[config.mk]
export PLATFORM = sky130hd
export DESIGN_NAME = mul_60_47
export DESIGN_NICKNAME = d
export VERILOG_FILES = /design/src/rtl/div47_pkg.sv /design/src/rtl/mul_digit_47.sv /design/src/rtl/mul_60_47.sv
export SDC_FILE = /design/constraint.sdc
export NUM_CORES = 1
export LEC_CHECK = 0
export ABC_CLOCK_PERIOD_IN_PS = 4600
export CORE_ASPECT_RATIO = 1.4
export CORE_UTILIZATION = 45
export CTS_CLUSTER_DIAMETER = 80
export DETAILED_ROUTE_END_ITERATION = 6
export GPL_TIMING_DRIVEN = 0
export PLACE_DENSITY = 0.77
export SKIP_LAST_GASP = 1
export SLEW_MARGIN = 20
export SYNTH_ARGS = -nofsm -noshare
export SYNTH_HDL_FRONTEND = slang
export SYNTH_SLANG_ARGS = --single-unit
[constraint.sdc]
create_clock -name clk -period 4.6 [get_ports clk]
set_input_delay 0.92 -clock clk [delete_from_list [all_inputs] [get_ports clk]]
set_output_delay 0.92 -clock clk [all_outputs]
set_load 0.05 [all_outputs]
[src/rtl/div47_pkg.sv]
// Shared constants and FSM state type for the divide-by-47 family.
// Used by the reconstructing multiplier and its digit multiplier.
package div47_pkg;

  localparam int DIVISOR    = 47;
  localparam int Q_W        = 55;
  localparam int R_W        = 6;
  localparam int X_W        = 60;
  localparam int DIGIT_W    = 6;
  localparam int NUM_DIGITS = 10;
  localparam int IDX_W      = 4;

  typedef enum logic [1:0] {
    S_IDLE = 2'd0,
    S_RUN  = 2'd1,
    S_DONE = 2'd2
  } state_t;

endpackage

[src/rtl/mul_digit_47.sv]
// Constant multiplier: one quotient digit times 47.
// 47*d = 64*d - 16*d - d, no hard multiplier needed.
module mul_digit_47
  import div47_pkg::*;
(
  input  logic [DIGIT_W-1:0]   d,
  output logic [2*DIGIT_W-1:0] p
);

  logic [2*DIGIT_W-1:0] d64;
  logic [2*DIGIT_W-1:0] d16;
  logic [2*DIGIT_W-1:0] d1;

  // Shift-add form; 63*47 still fits in 12 bits.
  always_comb begin
    d64 = {d, {DIGIT_W{1'b0}}};
    d16 = {{(DIGIT_W-4){1'b0}}, d, 4'b0};
    d1  = {{DIGIT_W{1'b0}}, d};
    p   = d64 - d16 - d1;
  end

endmodule

[src/rtl/mul_60_47.sv]
// Reconstructs x = q*47 + r one 6-bit digit per cycle, MS first.
// Valid/ready on both sides; result held stable until taken.
module mul_60_47
  import div47_pkg::*;
#(
  parameter int DIVISOR = div47_pkg::DIVISOR,
  parameter int Q_W     = div47_pkg::Q_W,
  parameter int R_W     = div47_pkg::R_W,
  parameter int X_W     = div47_pkg::X_W,
  parameter int DIGIT_W = div47_pkg::DIGIT_W
) (
  input  logic           clk,
  input  logic           rst_n,
  input  logic           in_valid,
  output logic           in_ready,
  input  logic [Q_W-1:0] q_in,
  input  logic [R_W-1:0] r_in,
  output logic           out_valid,
  input  logic           out_ready,
  output logic [X_W-1:0] x_out,
  output logic           ovf,
  output logic           r_err
);

  localparam int ACC_W = X_W + 1;

  state_t             state;
  logic [Q_W-1:0]     q_reg;
  logic [R_W-1:0]     r_reg;
  logic [ACC_W-1:0]   acc;
  logic [IDX_W-1:0]   idx;

  logic [Q_W-1:0]       q_sh;
  logic [DIGIT_W-1:0]   digit;
  logic [2*DIGIT_W-1:0] prod;
  logic [ACC_W-1:0]     addend;
  logic [ACC_W-1:0]     acc_next;

  // Top digit is the lone MSB; a shift of 54 leaves just that bit.
  always_comb begin
    q_sh     = q_reg >> (int'(idx) * DIGIT_W);
    digit    = q_sh[DIGIT_W-1:0];
    addend   = (idx == '0) ? ACC_W'(r_reg) : '0;
    acc_next = (acc << DIGIT_W) + ACC_W'(prod) + addend;
  end

  mul_digit_47 u_digit (
    .d (digit),
    .p (prod)
  );

  assign in_ready = (state == S_IDLE);

  // Control FSM with accumulator and registered result outputs.
  always_ff @(posedge clk or negedge rst_n) begin
    if (!rst_n) begin
      state     <= S_IDLE;
      q_reg     <= '0;
      r_reg     <= '0;
      acc       <= '0;
      idx       <= '0;
      x_out     <= '0;
      ovf       <= 1'b0;
      r_err     <= 1'b0;
      out_valid <= 1'b0;
    end else begin
      unique case (state)
        S_IDLE: begin
          if (in_valid) begin
            q_reg <= q_in;
            r_reg <= r_in;
            r_err <= ((R_W+1)'(r_in) >= (R_W+1)'(DIVISOR));
            acc   <= '0;
            idx   <= IDX_W'(NUM_DIGITS - 1);
            state <= S_RUN;
          end
        end
        S_RUN: begin
          acc <= acc_next;
          if (idx == '0) begin
            state <= S_DONE;
          end else begin
            idx <= idx - 1'b1;
          end
        end
        S_DONE: begin
          if (!out_valid) begin
            x_out     <= acc[X_W-1:0];
            ovf       <= acc[X_W];
            out_valid <= 1'b1;
          end else if (out_ready) begin
            out_valid <= 1'b0;
            state     <= S_IDLE;
          end
        end
        default: state <= S_IDLE;
      endcase
    end
  end

endmodule

== Yosys cells after proc, flatten, opt, wreduce, memory -nomap -nowiden ==
Cells that the tools add are included.
Word-level totals
  bits in registers: 191
  word-level logic and storage cells: 46
  output and inout port bits: 64
  input bits: 65
Operators by class
  equal/unequal tests: 7
  multiplexer cells: 13
  reductions and logical operators: 8
  bitwise gates (word level): 1
  $add $sub $neg: 5
  multipliers: 1
  order comparisons: 1
  shift operators: 1
Operator list (number)
  61-bit one-hot mux with 2 select lines: 1
  61-bit by 12-bit adder with 61-bit output: 1
  61-bit by 6-bit adder with 61-bit output: 1
  61-bit 2-to-1 mux: 1
  55-bit by 7-bit right shift with 6-bit output: 1
  12-bit by 10-bit subtractor with 12-bit output: 1
  12-bit by 6-bit subtractor with 12-bit output: 1
  2-bit inequality test, second input constant: 5
  2-bit 2-to-1 mux: 4
  4-bit 2-to-1 mux: 2
  4-bit one-hot mux with 2 select lines: 1
  6-bit greater-or-equal comparator, second input constant: 1
  4-bit by 2-bit multiplier with 6-bit output, second input constant: 1
  6-bit 2-to-1 mux: 1
  2-bit one-hot mux with 3 select lines: 1
  2-bit AND reduction: 3
  4-bit zero test: 1
  4-bit AND reduction: 1
  4-bit by 1-bit subtractor with 4-bit output, second input constant: 1
  3-bit AND reduction: 1
  2-bit by 1-bit equality test with 1-bit output, second input constant: 1
  2-bit equality test, second input constant: 1
  2-bit zero test: 1
  1-bit 2-to-1 mux: 2
  2 further kinds: 2

== Depth between registers and ports, before layout ==
Gate-level depths: netlist of run 1.
  word-level depth: 7
  depth in mapped cells: 24
  depth with buffers taken out: 21

== By module ==
Synthesis of run 1 repeated with hierarchy kept, for this count alone.
Unflattened totals
  cells, all modules: 1030
  area total of the unflattened synthesis: 10298.6 um^2
By module, submodules not included
  mul_60_47: times used 1, area each 9724.3 um^2, cells an instance 957, sequential area each 4779.6 um^2
  mul_digit_47: times used 1, area each 574.3 um^2, cells an instance 73, sequential area each 0.0 um^2

== Worst setup path after synthesis of run 1 ==
No wires, ideal clock.
  kind: reg2reg
  from: register idx[1]
  to: register acc[56]
  data arrival time: 4644 ps
  cell stages (with the launch flop): 20
  setup slack: -176 ps
  required time: 4468 ps
  setup time: 132 ps
  buffers on the path: 3
  cell sequence: dfrtp_1 -> clkbuf_1 -> buf_1 -> mux4_2 -> a21oi_1 -> ha_1 -> ha_1 -> o21ai_0 -> a21oi_1 -> o41ai_1 -> o21ai_0 -> xnor2_1 -> ha_1 -> nand2_1 -> a211oi_2 -> nor2_2 -> buf_2 -> nor4_2 -> xnor2_1 -> o21ai_1
Between the ends
  cells in the longest elaborated chain, start to end: 7
Ends and longest elaborated chain
  start, declared: line mul_60_47.sv:31  | logic [IDX_W-1:0] idx;
  start signal, assigned: line mul_60_47.sv:74  | idx <= IDX_W'(NUM_DIGITS - 1);
  start signal, assigned: line mul_60_47.sv:83  | idx <= idx - 1'b1;
  4-bit by 2-bit multiplier with 6-bit output: line mul_60_47.sv:41  | q_sh = q_reg >> (int'(idx) * DIGIT_W);
  55-bit by 7-bit right shift with 6-bit output: line mul_60_47.sv:41
  12-bit by 10-bit subtractor with 12-bit output: line mul_digit_47.sv:19  | p = d64 - d16 - d1;
  12-bit by 6-bit subtractor with 12-bit output: line mul_digit_47.sv:19
  61-bit by 12-bit adder with 61-bit output: line mul_60_47.sv:44  | acc_next = (acc << DIGIT_W) + ACC_W'(prod) + addend;
  61-bit by 6-bit adder with 61-bit output *: line mul_60_47.sv:44
  61-bit one-hot mux with 2 select lines *: line mul_60_47.sv:67  | unique case (state)
  end signal, assigned: line mul_60_47.sv:79  | acc <= acc_next;
  end, declared: line mul_60_47.sv:30  | logic [ACC_W-1:0] acc;
Every way passes the cells marked *; elsewhere a longest branch is shown, timed or not.
A chain may end at the register's enable or synchronous reset.

== Final worst setup path of run 1 ==
  from: register idx[0]
  to: register acc[55]
Same word-level chain as after synthesis.

==> results of run 1 <==
## cells in the final DEF (no fill, tap or decap), types with 7 or more instances in the layout
cell type | Yosys | layout
nand2_1 | 269 | 267
dfrtp_1 | 191 | 190
clkdlybuf4s50_1 | 0 | 127
mux2_2 | 65 | 65
xnor2_1 | 54 | 50
o21ai_1 | 33 | 41
clkbuf_1 | 43 | 39
buf_4 | 1 | 34
nor2_1 | 38 | 33
nand3_1 | 27 | 26
o21ai_0 | 38 | 24
ha_1 | 34 | 23
inv_1 | 28 | 21
a21oi_1 | 24 | 17
clkbuf_16 | 0 | 17
buf_6 | 2 | 13
xor2_1 | 11 | 11
ha_4 | 0 | 11
mux4_2 | 8 | 8
and2_1 | 9 | 8
a21o_1 | 9 | 8
mux2i_1 | 7 | 7
nand2b_1 | 7 | 7
nor4_4 | 1 | 7
a2111oi_4 | 5 | 7
## kinds of logic after synthesis
family,after synthesis,synth area share
AOI/OAI and AO/OA,148,0.103
buffers and inverters,77,0.0311
and+or+nand+nor,407,0.185
DFF,191,0.480
xor gates and xnor gates,65,0.0571
muxes,80,0.0986
adders and majority gates,35,0.0447
## synth_stat cells (all sizes together) (10+ instances only)
master and n:
a211oi 10, mux2 65, nand2 269, xnor2 54, o21ai 71, ha 34, nor3 12, nand3 30
clkbuf 43, inv 28, dfrtp 191, a21oi 24, xor2 11, nor2 39
## through the flow
| step | std cells | hold slack [ps] | utilization | setup TNS (ps) | setup WS (ps) |
|---|---|---|---|---|---|
| final | 1507 | 294 | 0.611 | -4490 | -211 |
| after global routing | 1507 | 296 | 0.611 | -10690 | -334 |
| after CTS | 1490 | 294 | 0.594 | -234 | -44.9 |
| after detailed placement | 1430 | 458 | 0.537 | -38660 | -994 |
| after global placement | 1428 | 451 | 0.534 | -992080 | -5040 |
| after floorplan | 1003 | 437 | - | 0 | 45.5 |
## worst paths after layout
path,slack (ps),cells after the start,end,start
max,-210,24,acc[55],idx[0]
min,290,1,x_out[44],rst_n
max reg2reg,-210,24,acc[55],idx[0]
min reg2reg,470,2,q_reg[8],q_reg[8]
max in group asynchronous,3200,3,idx[0],rst_n
min in group clk,470,2,q_reg[8],q_reg[8]
## layout make-up
type / instances / area (sq um) / area share
Buffer: 49 / 274 / 0.0206
Clock buffer: 18 / 439 / 0.0330
Clock inverter: 14 / 131 / 0.00987
Inverter: 28 / 108 / 0.00808
Multi-Input combinational cell: 735 / 5450 / 0.410
Sequential cell: 191 / 4780 / 0.359
Tap cell: 297 / 372 / 0.0279
Timing Repair Buffer: 175 / 1760 / 0.132
## worst register-to-register path, cell delays in order, from the launching register on
cell	delay [ps]
dfrtp_2	410
buf_8	140
mux4_2	530
nor2b_4	160
a31oi_1	170
o22a_2	200
inv_2	60
ha_4	260
inv_2	50
ha_4	290
o21ai_4	80
nor2b_4	180
nor3_4	70
o21bai_1	200
a21oi_2	100
xnor2_2	160
ha_1	350
nand2_2	100
buf_4	150
nor2_4	90
o21ai_4	90
buf_8	160
a2111oi_4	380
xnor2_1	200
o21ai_1	90
## layer usage
metal,global-route usage,vias up
li1,-,3786
met1,0.262,4001
met2,0.427,314
met3,0.0339,81
met4,0.119,0
met5,0,-
## repair_timing
| action | in CTS | in global routing |
|---|---|---|
| setup endpoints to repair | 53 | 50 |
| buffers inserted | 25 | 18 |
| gates cloned | 3 | 0 |
| pin swaps | 55 | 66 |
| resized for setup | 86 | 70 |
==> results.cfg, run 1 <==
[run_status]
status = finished, violations left
violations = setup timing

[timing]
slew_headroom = 0.432
max_freq_mhz = 208
hold_viol = 0
worst_slack_ps = -211
rsz0062_at_grt = yes
fin_crit_ps = 4810
fin_skew_ps = 9.15
tightest_slew_ps = 849
finalCritPeriodShare = 1.05
drv_slew = 0
setup_violations = 43

[clock_tree]
clock-sinks = 191
root_buffer = clkbuf_16
cts.htree.levels = 4
clk_latency_ps = 440
cts_hold_buf = 0
clockBufferDepth = 2
cts_tree = built
cts_made_buffers = 17
clk_pin_slew_worst_paths_ps = 70

[route]
wl_met1_um = 9970
wirelength_um = 26400
first_pass_iters = 5
ant_nets = 0
dr_wl_met3_um = 1150
drc = 0
top_layer_used = met4
wl_met2_um = 14300
wire_per_inst_um = 17.5
num_vias = 8182
vias_per_cell = 5.43
dr.first_iter.drc_count = 497

[placement]
place_area_sq_mm = 0.0117
place_congestion = 0.894
dpl.hpwl_um = 17500
numPortBuffers = 128

[critical_path]
path_max_fanout = 5
required_ps = 4910
critPathKind = flop to flop
slowest_delay_ps = 530
cp_top_family = compound AO/OA/AOI/OAI gates
worstPathArrival_ps = 5120
cp_slowest_cell = mux4_2
start_kind = flop
path_buf_inv = 5
end_kind = flop
path_cells = buf_8, mux4_2, nor2b_4, a31oi_1, o22a_2, inv_2, ha_4, inv_2, ha_4, o21ai_4, nor2b_4, nor3_4, o21bai_1, a21oi_2, xnor2_2, ha_1, nand2_2, buf_4, nor2_4, o21ai_4, buf_8, a2111oi_4, xnor2_1, o21ai_1

[layout]
area_growth_pct = 33.7
final_cell_area_sq_mm = 0.0133
largest_reg_flops = 61
fillerInstances = 1739
drive_gt1_frac = 0.220
layout.nets = 1297
num_antenna_cells = 0

[logic_synthesis]
synth_top_flop_cell = dfrtp_1
synth_seq_cells = 191
netlist_instances = 1003
yosys.area.top_type = dfrtp_1
synth.distinct_cells = 60
ys_top_cells_by_area = dfrtp_1 48%, nand2_1 10%, mux2_2 7.3%
yosys_warnings = 0
synth_fp_nets = 1103
synth_edf_count = 0
synth_top_area_frac = 0.480
synthesis.area_sq_mm = 0.00996
ys_seq_area_frac = 0.480
synth_area_per_cell_sq_um = 9.93
async_flop_share = 1.00

[floorplanning]
dieArea_sq_mm = 0.0227
core_sq_mm = 0.0218
pin_count = 129
start_util = 0.457
rows = 64
die_height_um = 178
die_w_um = 128

[global_routing]
grt_overflow_total = 0
grt_pass1_vias = 8205
grt_pass1_wl_um = 41300
grt_usage = 0.233
antenna_found_initial = 0
grt_max_degree = 87

[flow_run]
max_cap_violations = 0

[min_path]
hp-class = primary input to async pin
Power of run 1 is left out: the tool's default activity adds up to more than one toggle a clock period on the data nets, which glitch-free logic cannot reach.
==> run 2, diff against run 1 <==
--- a/config.mk
+++ b/config.mk
@@ -5,8 +5,6 @@
 export SDC_FILE = /design/constraint.sdc
 export NUM_CORES = 1
 export LEC_CHECK = 0
-export ABC_CLOCK_PERIOD_IN_PS = 4600
-export CORE_ASPECT_RATIO = 1.4
 export CORE_UTILIZATION = 45
 export CTS_CLUSTER_DIAMETER = 80
 export DETAILED_ROUTE_END_ITERATION = 6
==> run 2 against run 1 <==
The flow still finishes with violations (setup timing). Sequential share of layout area is 0.25 points lower. Final cell count down 1.2%. Hold slack gained 55 ps. Via count rose by 0.17%. Core utilization increased by 0.51 points. Flip-flop and latch count is the same. Global-route usage hardly changed. Count of clock-buffer cells in the layout down 1.
==> results.cfg, run 2 (synthesis results as in run 1) <==
[run_status]
status = finished, violations left
violations = setup timing

[critical_path]
required_ps = 4930
start_kind = flop
r2r_start = idx[0]
crit_end = acc[51]
crit_start = idx[0]
reg2regPathDepth = 24
reg2reg_to = acc[51]
end_kind = flop
critPathKind = flop to flop
worstPathArrival_ps = 5090
r2r_slack_ps = -160
path_max_fanout = 5

[layout]
final_common_cell = nand2_1
fin_cells = 1489
drive_gt1_frac = 0.227
layout_common_cells = 267 x nand2_1, 190 x dfrtp_1, 127 x clkdlybuf4s50_1
num_antenna_cells = 0
area_growth_pct = 34.6
largest_reg_flops = 61
layout.nets = 1296
fillerInstances = 1679

[timing]
finalCritPeriodShare = 1.03
setup_violations = 34
rsz0062_at_grt = yes
drv_slew = 0
hold_viol = 0
max_freq_mhz = 210
fin_crit_ps = 4760
worst_slack_ps = -155
slew_headroom = 0.355
tightest_slew_ps = 964
fin_skew_ps = 13.4

[route]
vias_per_cell = 5.50
dr.first_iter.drc_count = 431
ant_nets = 0
wirelength_um = 26400
num_vias = 8196
wire_per_inst_um = 17.7
first_pass_iters = 6
drc = 0

[placement]
dpl.hpwl_um = 17200
place_inst = 1413
place_congestion = 0.851
numPortBuffers = 128

[floorplanning]
die_w_um = 151
dieArea_sq_mm = 0.0227
pin_count = 129
start_util = 0.458
die_height_um = 151
core_sq_mm = 0.0218
rows = 54

[clock_tree]
root_buffer = clkbuf_16
clockBufferDepth = 2
clock-sinks = 191
cts_tree = built
clk_latency_ps = 450
cts.htree.levels = 4
cts_made_buffers = 17
clk_pin_slew_worst_paths_ps = 70

[flow_run]
max_cap_violations = 0

[global_routing]
grt_usage = 0.233
grt_overflow_total = 0
grt_max_degree = 75
grt_pass1_wl_um = 41000
antenna_found_initial = 0
grt_pass1_vias = 8077

[min_path]
hp-class = primary input to async pin
## run 2: worst min path at each step
| stage | end | slack, ps | cells past startpoint |
|---|---|---|---|
| 2_1_floorplan | r_reg[0] | 440 | 2 |
| 3_3_place_gp | r_reg[5] | 450 | 2 |
| 3_5_place_dp | q_reg[37] | 460 | 2 |
| 4_1_cts | x_out[53] | 360 | 1 |
| 5_1_grt | x_out[53] | 380 | 1 |
| 6_report | x_out[53] | 350 | 1 |
## run 2: area by class of cell
type	instances	area, sq um	area share
tap	280	350	0.0261
buffer	48	287	0.0214
clock buffer	17	425	0.0317
inverter	28	108	0.00802
timing repair buffer	175	1800	0.134
multi-input combinational	735	5490	0.410
clock inverter	15	164	0.0122
sequential	191	4780	0.356
## run 2: timing repair
| action | CTS | global route |
|---|---|---|
| hold buffers | 0 | 0 |
| endpoints found under the hold margin | 0 | 0 |
| gates resized for setup | 71 | 93 |
| pin swaps | 35 | 71 |
| gates cloned | 2 | 2 |
| endpoints found under the setup margin | 53 | 50 |
| setup buffers | 20 | 21 |
## run 2: critical path, stage by stage (launching register included)
cell and delay, ps:
dfrtp_2 420, buf_8 140, mux4_2 550, nor2b_4 150, a31oi_1 140, o22a_2 170, inv_2 50, ha_4 270
inv_4 30, ha_4 270, o21ai_4 60, buf_6 120, nor2b_4 150, nor3_2 70, o21bai_1 150, a21oi_2 90
xnor2_2 170, ha_1 320, a21o_1 170, a21oi_4 80, or2_4 280, buf_12 160, a211oi_4 320, nor2_1 80
a211o_1 230
## run 2: metrics by stage
step           setup WS (ps)  setup TNS, ps  hold slack, ps  instance area (sq um)  utilization
2_1_floorplan           45.5              0             437                   9990            -
3_3_place_gp           -5230       -1035930             452                  11600        0.534
3_5_place_dp           -1120         -44310             459                  11700        0.537
4_1_cts                 -116          -1960             363                  12800        0.588
5_1_grt                 -294          -9070             377                  13400        0.616
6_report                -155          -2750             349                  13400        0.616
## run 2: per-layer routing
| metal | share of wire | track usage | vias up |
|---|---|---|---|
| met5 | 0 | 0 | - |
| met4 | 0.028 | 0.0870 | 0 |
| met3 | 0.063 | 0.0401 | 72 |
| met2 | 0.51 | 0.393 | 347 |
| met1 | 0.40 | 0.300 | 3985 |
| li1 | - | - | 3792 |
Power of run 2 is left out for the same reason.
